### config.mk
export PLATFORM = sky130hd
export DESIGN_NAME = inter_sched
export DESIGN_NICKNAME = d
export VERILOG_FILES = /design/src/rtl/semaforo_pkg.sv /design/src/rtl/phase_timer.sv /design/src/rtl/inter_sched.sv
export SDC_FILE = /design/constraint.sdc
export NUM_CORES = 1
export LEC_CHECK = 0
export CORE_MARGIN = 2
export CORE_UTILIZATION = 40
export CTS_BUF_LIST = sky130_fd_sc_hd__clkbuf_16
export DETAILED_ROUTE_END_ITERATION = 6
export PLACE_DENSITY = 0.73
export SYNTH_ARGS = -nofsm -noshare
export SYNTH_HDL_FRONTEND = slang
export SYNTH_HIERARCHICAL = 1
export SYNTH_SLANG_ARGS = --single-unit
### constraint.sdc
create_clock -name clk -period 4.5 [get_ports clk]
set_input_delay 0.9 -clock clk [delete_from_list [all_inputs] [get_ports clk]]
set_output_delay 0.9 -clock clk [all_outputs]
set_load 0.02 [all_outputs]
### src/rtl/semaforo_pkg.sv
// rtl/semaforo_pkg.sv - shared state codes, lamp encodings and grant type for inter_sched
package semaforo_pkg;

   typedef enum logic [2:0] {
      AV_GRN   = 3'd0,
      AV_YEL   = 3'd1,
      ALL_RED  = 3'd2,
      ST_GRN   = 3'd3,
      ST_YEL   = 3'd4,
      PED_WALK = 3'd5
   } state_t;

   // Lamp vectors are {red,yellow,green}
   localparam logic [2:0] LAMP_RED = 3'b100;
   localparam logic [2:0] LAMP_YEL = 3'b010;
   localparam logic [2:0] LAMP_GRN = 3'b001;

   typedef enum logic {
      GR_ST  = 1'b0,
      GR_PED = 1'b1
   } grant_t;

endpackage

### src/rtl/phase_timer.sv
// rtl/phase_timer.sv - phase timer: clears on request, otherwise counts up and saturates
module phase_timer #(
   parameter int CNT_W = 5
) (
   input  logic             clk,
   input  logic             rst,
   input  logic             clr,
   output logic [CNT_W-1:0] cnt
);

   always_ff @(posedge clk) begin
      if (rst || clr)
         cnt <= '0;
      else if (cnt != '1)
         cnt <= cnt + 1'b1;
   end

endmodule

### src/rtl/inter_sched.sv
// rtl/inter_sched.sv - avenue/street/pedestrian intersection controller with round-robin side grants
module inter_sched
   import semaforo_pkg::*;
#(
   parameter int GREEN_MIN = 8,
   parameter int GREEN_MAX = 20,
   parameter int YELLOW_T  = 3,
   parameter int ALLRED_T  = 2,
   parameter int WALK_T    = 6,
   parameter int CNT_W     = 5
) (
   input  logic       clk,
   input  logic       rst,
   input  logic       sen,
   input  logic       ped_req,
   output logic [2:0] Av,
   output logic [2:0] St,
   output logic       walk,
   output logic       ped_ack,
   output logic [2:0] curr_st
);

   localparam logic [CNT_W-1:0] GMIN_LAST = CNT_W'(GREEN_MIN - 1);
   localparam logic [CNT_W-1:0] GMAX_LAST = CNT_W'(GREEN_MAX - 1);
   localparam logic [CNT_W-1:0] YEL_LAST  = CNT_W'(YELLOW_T - 1);
   localparam logic [CNT_W-1:0] RED_LAST  = CNT_W'(ALLRED_T - 1);
   localparam logic [CNT_W-1:0] WALK_LAST = CNT_W'(WALK_T - 1);

   state_t           state, state_nxt;
   grant_t           last_grant, last_grant_nxt;
   logic             from_av, from_av_nxt;
   logic             st_pend, st_pend_nxt;
   logic             ped_pend, ped_pend_nxt;
   logic [CNT_W-1:0] cnt;

   phase_timer #(.CNT_W(CNT_W)) u_timer (
      .clk (clk),
      .rst (rst),
      .clr (state_nxt != state),
      .cnt (cnt)
   );

   always_ff @(posedge clk) begin
      if (rst) begin
         state      <= AV_GRN;
         last_grant <= GR_PED;
         from_av    <= 1'b0;
         st_pend    <= 1'b0;
         ped_pend   <= 1'b0;
      end else begin
         state      <= state_nxt;
         last_grant <= last_grant_nxt;
         from_av    <= from_av_nxt;
         st_pend    <= st_pend_nxt;
         ped_pend   <= ped_pend_nxt;
      end
   end

   always_comb begin
      state_nxt      = state;
      last_grant_nxt = last_grant;
      from_av_nxt    = from_av;
      case (state)
         AV_GRN:
            if (cnt >= GMIN_LAST && (st_pend || ped_pend))
               state_nxt = AV_YEL;
         AV_YEL:
            if (cnt == YEL_LAST) begin
               state_nxt   = ALL_RED;
               from_av_nxt = 1'b1;
            end
         ALL_RED:
            if (cnt == RED_LAST) begin
               state_nxt = AV_GRN;
               // Side phases only follow an avenue phase; ties alternate away from the last grant
               if (from_av) begin
                  if (st_pend && (!ped_pend || last_grant == GR_PED)) begin
                     state_nxt      = ST_GRN;
                     last_grant_nxt = GR_ST;
                  end else if (ped_pend) begin
                     state_nxt      = PED_WALK;
                     last_grant_nxt = GR_PED;
                  end
               end
            end
         ST_GRN:
            if (cnt == GMAX_LAST || (cnt >= GMIN_LAST && !sen))
               state_nxt = ST_YEL;
         ST_YEL:
            if (cnt == YEL_LAST) begin
               state_nxt   = ALL_RED;
               from_av_nxt = 1'b0;
            end
         PED_WALK:
            if (cnt == WALK_LAST) begin
               state_nxt   = ALL_RED;
               from_av_nxt = 1'b0;
            end
         default:
            state_nxt = AV_GRN;
      endcase
   end

   // Clearing on phase entry wins over a request arriving on the same edge
   always_comb begin
      st_pend_nxt  = st_pend  | (sen     && state != ST_GRN);
      ped_pend_nxt = ped_pend | (ped_req && state != PED_WALK);
      if (state_nxt == ST_GRN && state != ST_GRN)
         st_pend_nxt = 1'b0;
      if (state_nxt == PED_WALK && state != PED_WALK)
         ped_pend_nxt = 1'b0;
   end

   always_comb begin
      Av   = LAMP_RED;
      St   = LAMP_RED;
      walk = 1'b0;
      case (state)
         AV_GRN:   Av = LAMP_GRN;
         AV_YEL:   Av = LAMP_YEL;
         ST_GRN:   St = LAMP_GRN;
         ST_YEL:   St = LAMP_YEL;
         PED_WALK: walk = 1'b1;
         default:  ;
      endcase
   end

   assign ped_ack = (state == PED_WALK) && (cnt == '0);
   assign curr_st = state;

endmodule

=== Word-level counts from Yosys, hierarchy flattened ===
Index checks and enable logic that the tools add are counted.

* Memories: 0
* Word-level logic and storage cells: 69
* Register bits: 12
* Latch bits: 0
* Bits in read-only memories: 0
* Memory bits (writable): 0

* Add/subtract/negate cells: 1
* Shifts and indexed selects: 0
* Bitwise gates (word level): 2
* Multiplexer cells: 18
* Reduce and logical (&&, ||, !) cells: 23
* Order comparisons: 1
* Divide/modulo/power cells: 0
* $mul: 0
* Equal/unequal tests: 18

{| class="wikitable"
|+ Operators with widths
! operator !! count
|-
| two-way mux 3 bit || 8
|-
| one-hot mux 3 bit (5 select lines) || 1
|-
| one-hot mux 3 bit (2 select lines) || 2
|-
| equality test 3 x 2 -> 1 bit (second input constant) || 3
|-
| equality test 3 bit (second input constant) || 3
|-
| logical AND 1 bit || 8
|-
| AND reduction 4 bit || 2
|-
| two-way mux 1 bit || 6
|-
| inequality test 2 bit (second input constant) || 3
|-
| OR reduction 2 bit || 3
|-
| adder 5 x 1 -> 5 bit (second input constant) || 1
|-
| equality test 5 x 1 -> 1 bit (second input constant) || 1
|-
| equality test 5 x 2 -> 1 bit (second input constant) || 1
|-
| equality test 5 x 3 -> 1 bit (second input constant) || 1
|-
| equality test 5 bit (second input constant) || 1
|-
| greater-or-equal comparator 5 x 3 -> 1 bit (second input constant) || 1
|-
| zero test 5 bit || 1
|-
| inequality test 5 bit (second input constant) || 1
|-
| logical OR 1 bit || 4
|-
| equality test 3 x 1 -> 1 bit (second input constant) || 1
|-
| zero test 3 bit || 1
|-
| inequality test 3 x 2 -> 1 bit (second input constant) || 1
|-
| inequality test 3 bit || 1
|-
| inequality test 3 bit (second input constant) || 1
|-
| other kinds (5) || 7
|}

=== Logic depth before layout (Yosys ltp) ===
* Depth in word-level cells: 10
* Gate-level depth with buffers: 7
* Depth with buffers taken out: 6

=== By module ===
Netlist, hierarchy kept.

{| class="wikitable"
|+ Modules (own cells, without submodules)
! module !! instances !! area an instance (µm²) !! cells an instance !! seq. area each (µm²)
|-
| inter_sched || 1 || 615.6 || 76 || 140.1
|-
| phase_timer || 1 || 217.7 || 21 || 100.1
|}

=== Worst setup path after synthesis ===
No wires, ideal clock.

* Path kind: flip-flop to output port
* Start: register state[2], in the netlist curr_st[2]
* End: output St[2]
* Buffers on the path: 1
* Arrival time: 1.450 ns
* Required time: 3.600 ns
* Setup slack: 2.150 ns
* Stages on the path, launching flop included: 5
* Cell sequence: dfxtp_1 -> buf_2 -> nor2b_1 -> nor2b_1 -> nor2_1

* Longest elaborated chain between the ends: 2

{| class="wikitable"
|+ RTL lines
! item !! RTL line !! text
|-
| start, declared || inter_sched.sv:29 || <nowiki>state_t state, state_nxt;</nowiki>
|-
| start signal, assigned || inter_sched.sv:51 || <nowiki>state <= state_nxt;</nowiki>
|-
| equality test 3 bit or equality test 3 x 2 -> 1 bit (tied branches) || inter_sched.sv:118 || <nowiki>case (state)</nowiki>
|-
| one-hot mux 3 bit (2 select lines) * || inter_sched.sv:118 ||
|-
| end, declared || inter_sched.sv:17 || <nowiki>output logic [2:0] St,</nowiki>
|}

Every way passes the cells marked *; elsewhere a longest branch is shown, timed or not.

=== Final worst setup path ===
* Start: register state[2], in the netlist curr_st[2]
* End: output ped_ack

* Longest elaborated chain between the ends: 2

{| class="wikitable"
|+ RTL lines
! item !! RTL line !! text
|-
| equality test 3 bit || inter_sched.sv:128 || <nowiki>assign ped_ack = (state == PED_WALK) && (cnt == '0);</nowiki>
|-
| logical AND 1 bit || inter_sched.sv:128 ||
|-
| end, declared || inter_sched.sv:19 || <nowiki>output logic ped_ack,</nowiki>
|}

Every way passes these cells.

==> run metrics <==
Slew HR 0.615; switching part of the total power 0.226; All-Layer GR Usage 0.179; Post-CTS Setup Inserts 0; TritonCTS buffer count 3; final-stage net count 120; CP Max Fanout 11; CP startpoint kind flop; Leak about 0.0004 µW; port bufs 14; ANT cells 0; Avg Cell Area, Syn roughly 8.6 µm²; TritonCTS clock tree yes; clk_lat worst skew 240 ps; maximum vdd ir drop ~0.21 mV; worst-case clock buffer depth 2; Layout area overhead 29.1%; crit-path leading delay family buffers and inverters; maxcap violations 0; Initial Util 0.425; Min-Delay Path Class flop to flop; slowest cell on the critical path clkdlybuf4s50_1; total stage count of the critical path 5; clock-pin slew on the worst setup and hold paths around 40 ps; status complete, no violations; Chip Height 49.6 µm; hold_buf cts 0; setup slack, reg-to-reg around 2600 ps; HPWL after detailed placement 1.51 mm; final worst path period share 0.650; Final Hold Vio Count 0; Worst Max-Slew Pin Slew 570 ps; Comb pwr share 0.093; via count 784; #FFs+latches synth 12; syn nets just over 100; placeable core area between 0.0015 and 0.002 mm²; Flop pwr share 0.384; Most used DFF post-synth dfxtp_1; post-synthesis sequential area ratio 0.288; crit path kind flop to primary output; DRT Pass-1 Iters 4; Yosys warnings 6; largest net degree at the start of global routing 13; post-route ant nets 0; Crit. End Element primary output; number of enable flip-flop cells after synthesis 0; drt initial violations 24; Final Critical Period 2920 ps; CP Buf/Inv Count 2; Power Density roughly 290 mW/mm²; crit path cell chain nor2b_1 > nand2_1 > inv_1 > and3_1 > clkdlybuf4s50_1; GPL Wtd Cong approximately 0.85; CP peak stage delay approximately 600 ps; Slew Limit Fails 0; GR Overflow Total 0; RSZ-0062 raised after global routing false; internal power 242 µW; # DRC 0; WL/cell ~14 µm; final setup vio count 0; WHS around 520 ps; Post-synth ARST share 0; via/cell ratio between 5 and 6; Final Util 0.548; hold path depth 1; Post-Route Setup TNS 0 ps; Sink Count 12; Die X about 50 µm; row count 16; clock skew approximately 0.8 ps; Clock power frac 0.523; WP data arrival 2020 ps; R2R cell count 6; DIE AREA ~0.0025 mm²; WL final 1.93 mm; top-level port count 15; vias in the first global route 746; CTS root buf clkbuf_16; area of the mapped netlist 833 µm²; layout cells sized above 1 0.0973; antenna violations before repair 0; f_max approximately 340 MHz; Mapped Cells just under 100; H-tree depth 1; Sw Pwr between 70 and 80 µW; # resized after CTS 0; first-pass GRT wire length roughly 3.4 mm; synth unique cells 39; Worst Path Required roughly 3600 ps
power by group through the flow:
stage	Combinational [µW]	Sequential, µW	Clock, µW
after detailed placement	29.0	122	0
after floorplan	20.9	120	0
after global routing	33.1	121	171
final	29.1	120	164
after global placement	28.4	122	0
after CTS	29.2	120	165
stage by stage:
step	worst slack, ps	power [µW]	cell area [µm²]	std cells
after floorplan	2150	140	833	97
after global placement	1830	150	997	136
after detailed placement	1850	151	997	136
after CTS	1590	315	1080	140
after global routing	1460	325	1080	140
final	1580	313	1080	140
metal layers:
metal  global-route usage  part of all wire  vias up
met4               0.0556             0.014        0
li1                     -                 -      393
met5                    0                 0        -
met1                0.229              0.47      372
met2                0.298              0.47       15
met3               0.0394             0.041        4
placed cells by master (no fill, tap or decap), types with 2 or more instances in the layout:
master	instances
clkdlybuf4s50_1	14
dfxtp_1	12
nor2_1	11
nand2_1	7
nor2b_1	5
inv_1	5
o211ai_1	5
nor3b_1	3
nor3_1	3
nand3_1	3
nand2b_1	3
and3_1	3
clkbuf_16	3
a31oi_1	2
o221ai_2	2
or2_1	2
a21oi_1	2
a41oi_1	2
mux2i_1	2
xor2_1	2
ha_1	2
cell usage after synthesis, types with 2 or more instances:
library cell  count  area, µm²
buf_2             2       10.0
nor3_1            3       15.0
nand2b_1          3       18.8
a21oi_1           2       10.0
nand2_1           7       26.3
a41oi_1           2       17.5
nor3b_1           3       22.5
mux2i_1           2       20.0
o211ai_1          5       37.5
dfxtp_1          12        240
nor2b_1           5       31.3
a31oi_1           2       12.5
and3_1            3       18.8
ha_1              2       25.0
nand3_1           3       15.0
or2_1             2       12.5
inv_1             5       18.8
o221ai_2          2       30.0
xor2_1            2       17.5
nor2_1           11       41.3
final cells by class:
class                      instances  area [µm²]
clock buffer                       3        75.1
clock inverter                     1        3.75
fill                             194         886
inverter                           5        18.8
multi-input combinational         78         564
sequential                        12         240
tap                               27        33.8
timing repair buffer              14         140
path summary, 6_finish.rpt:
kind	start	to
max	curr_st[2]	ped_ack
max reg2reg	u_timer/cnt[1]	u_timer/cnt[2]
min	last_grant	last_grant
min reg2reg	last_grant	last_grant
registers in the layout, indices dropped and copies added, names as in the netlist:
signal,cells
ped_pend,1
from_av,1
last_grant,1
curr_st,3
u_timer/cnt,5
st_pend,1
cell families after synthesis:
kind of cell,synth area share
AOI/OAI and AO/OA,0.251
xor gates and xnor gates,0.0315
adders and majority gates,0.0300
buffers and inverters,0.0345
DFF,0.288
muxes,0.0240
and+or+nand+nor,0.341
No activity file was read; power rests on OpenSTA's default activity.
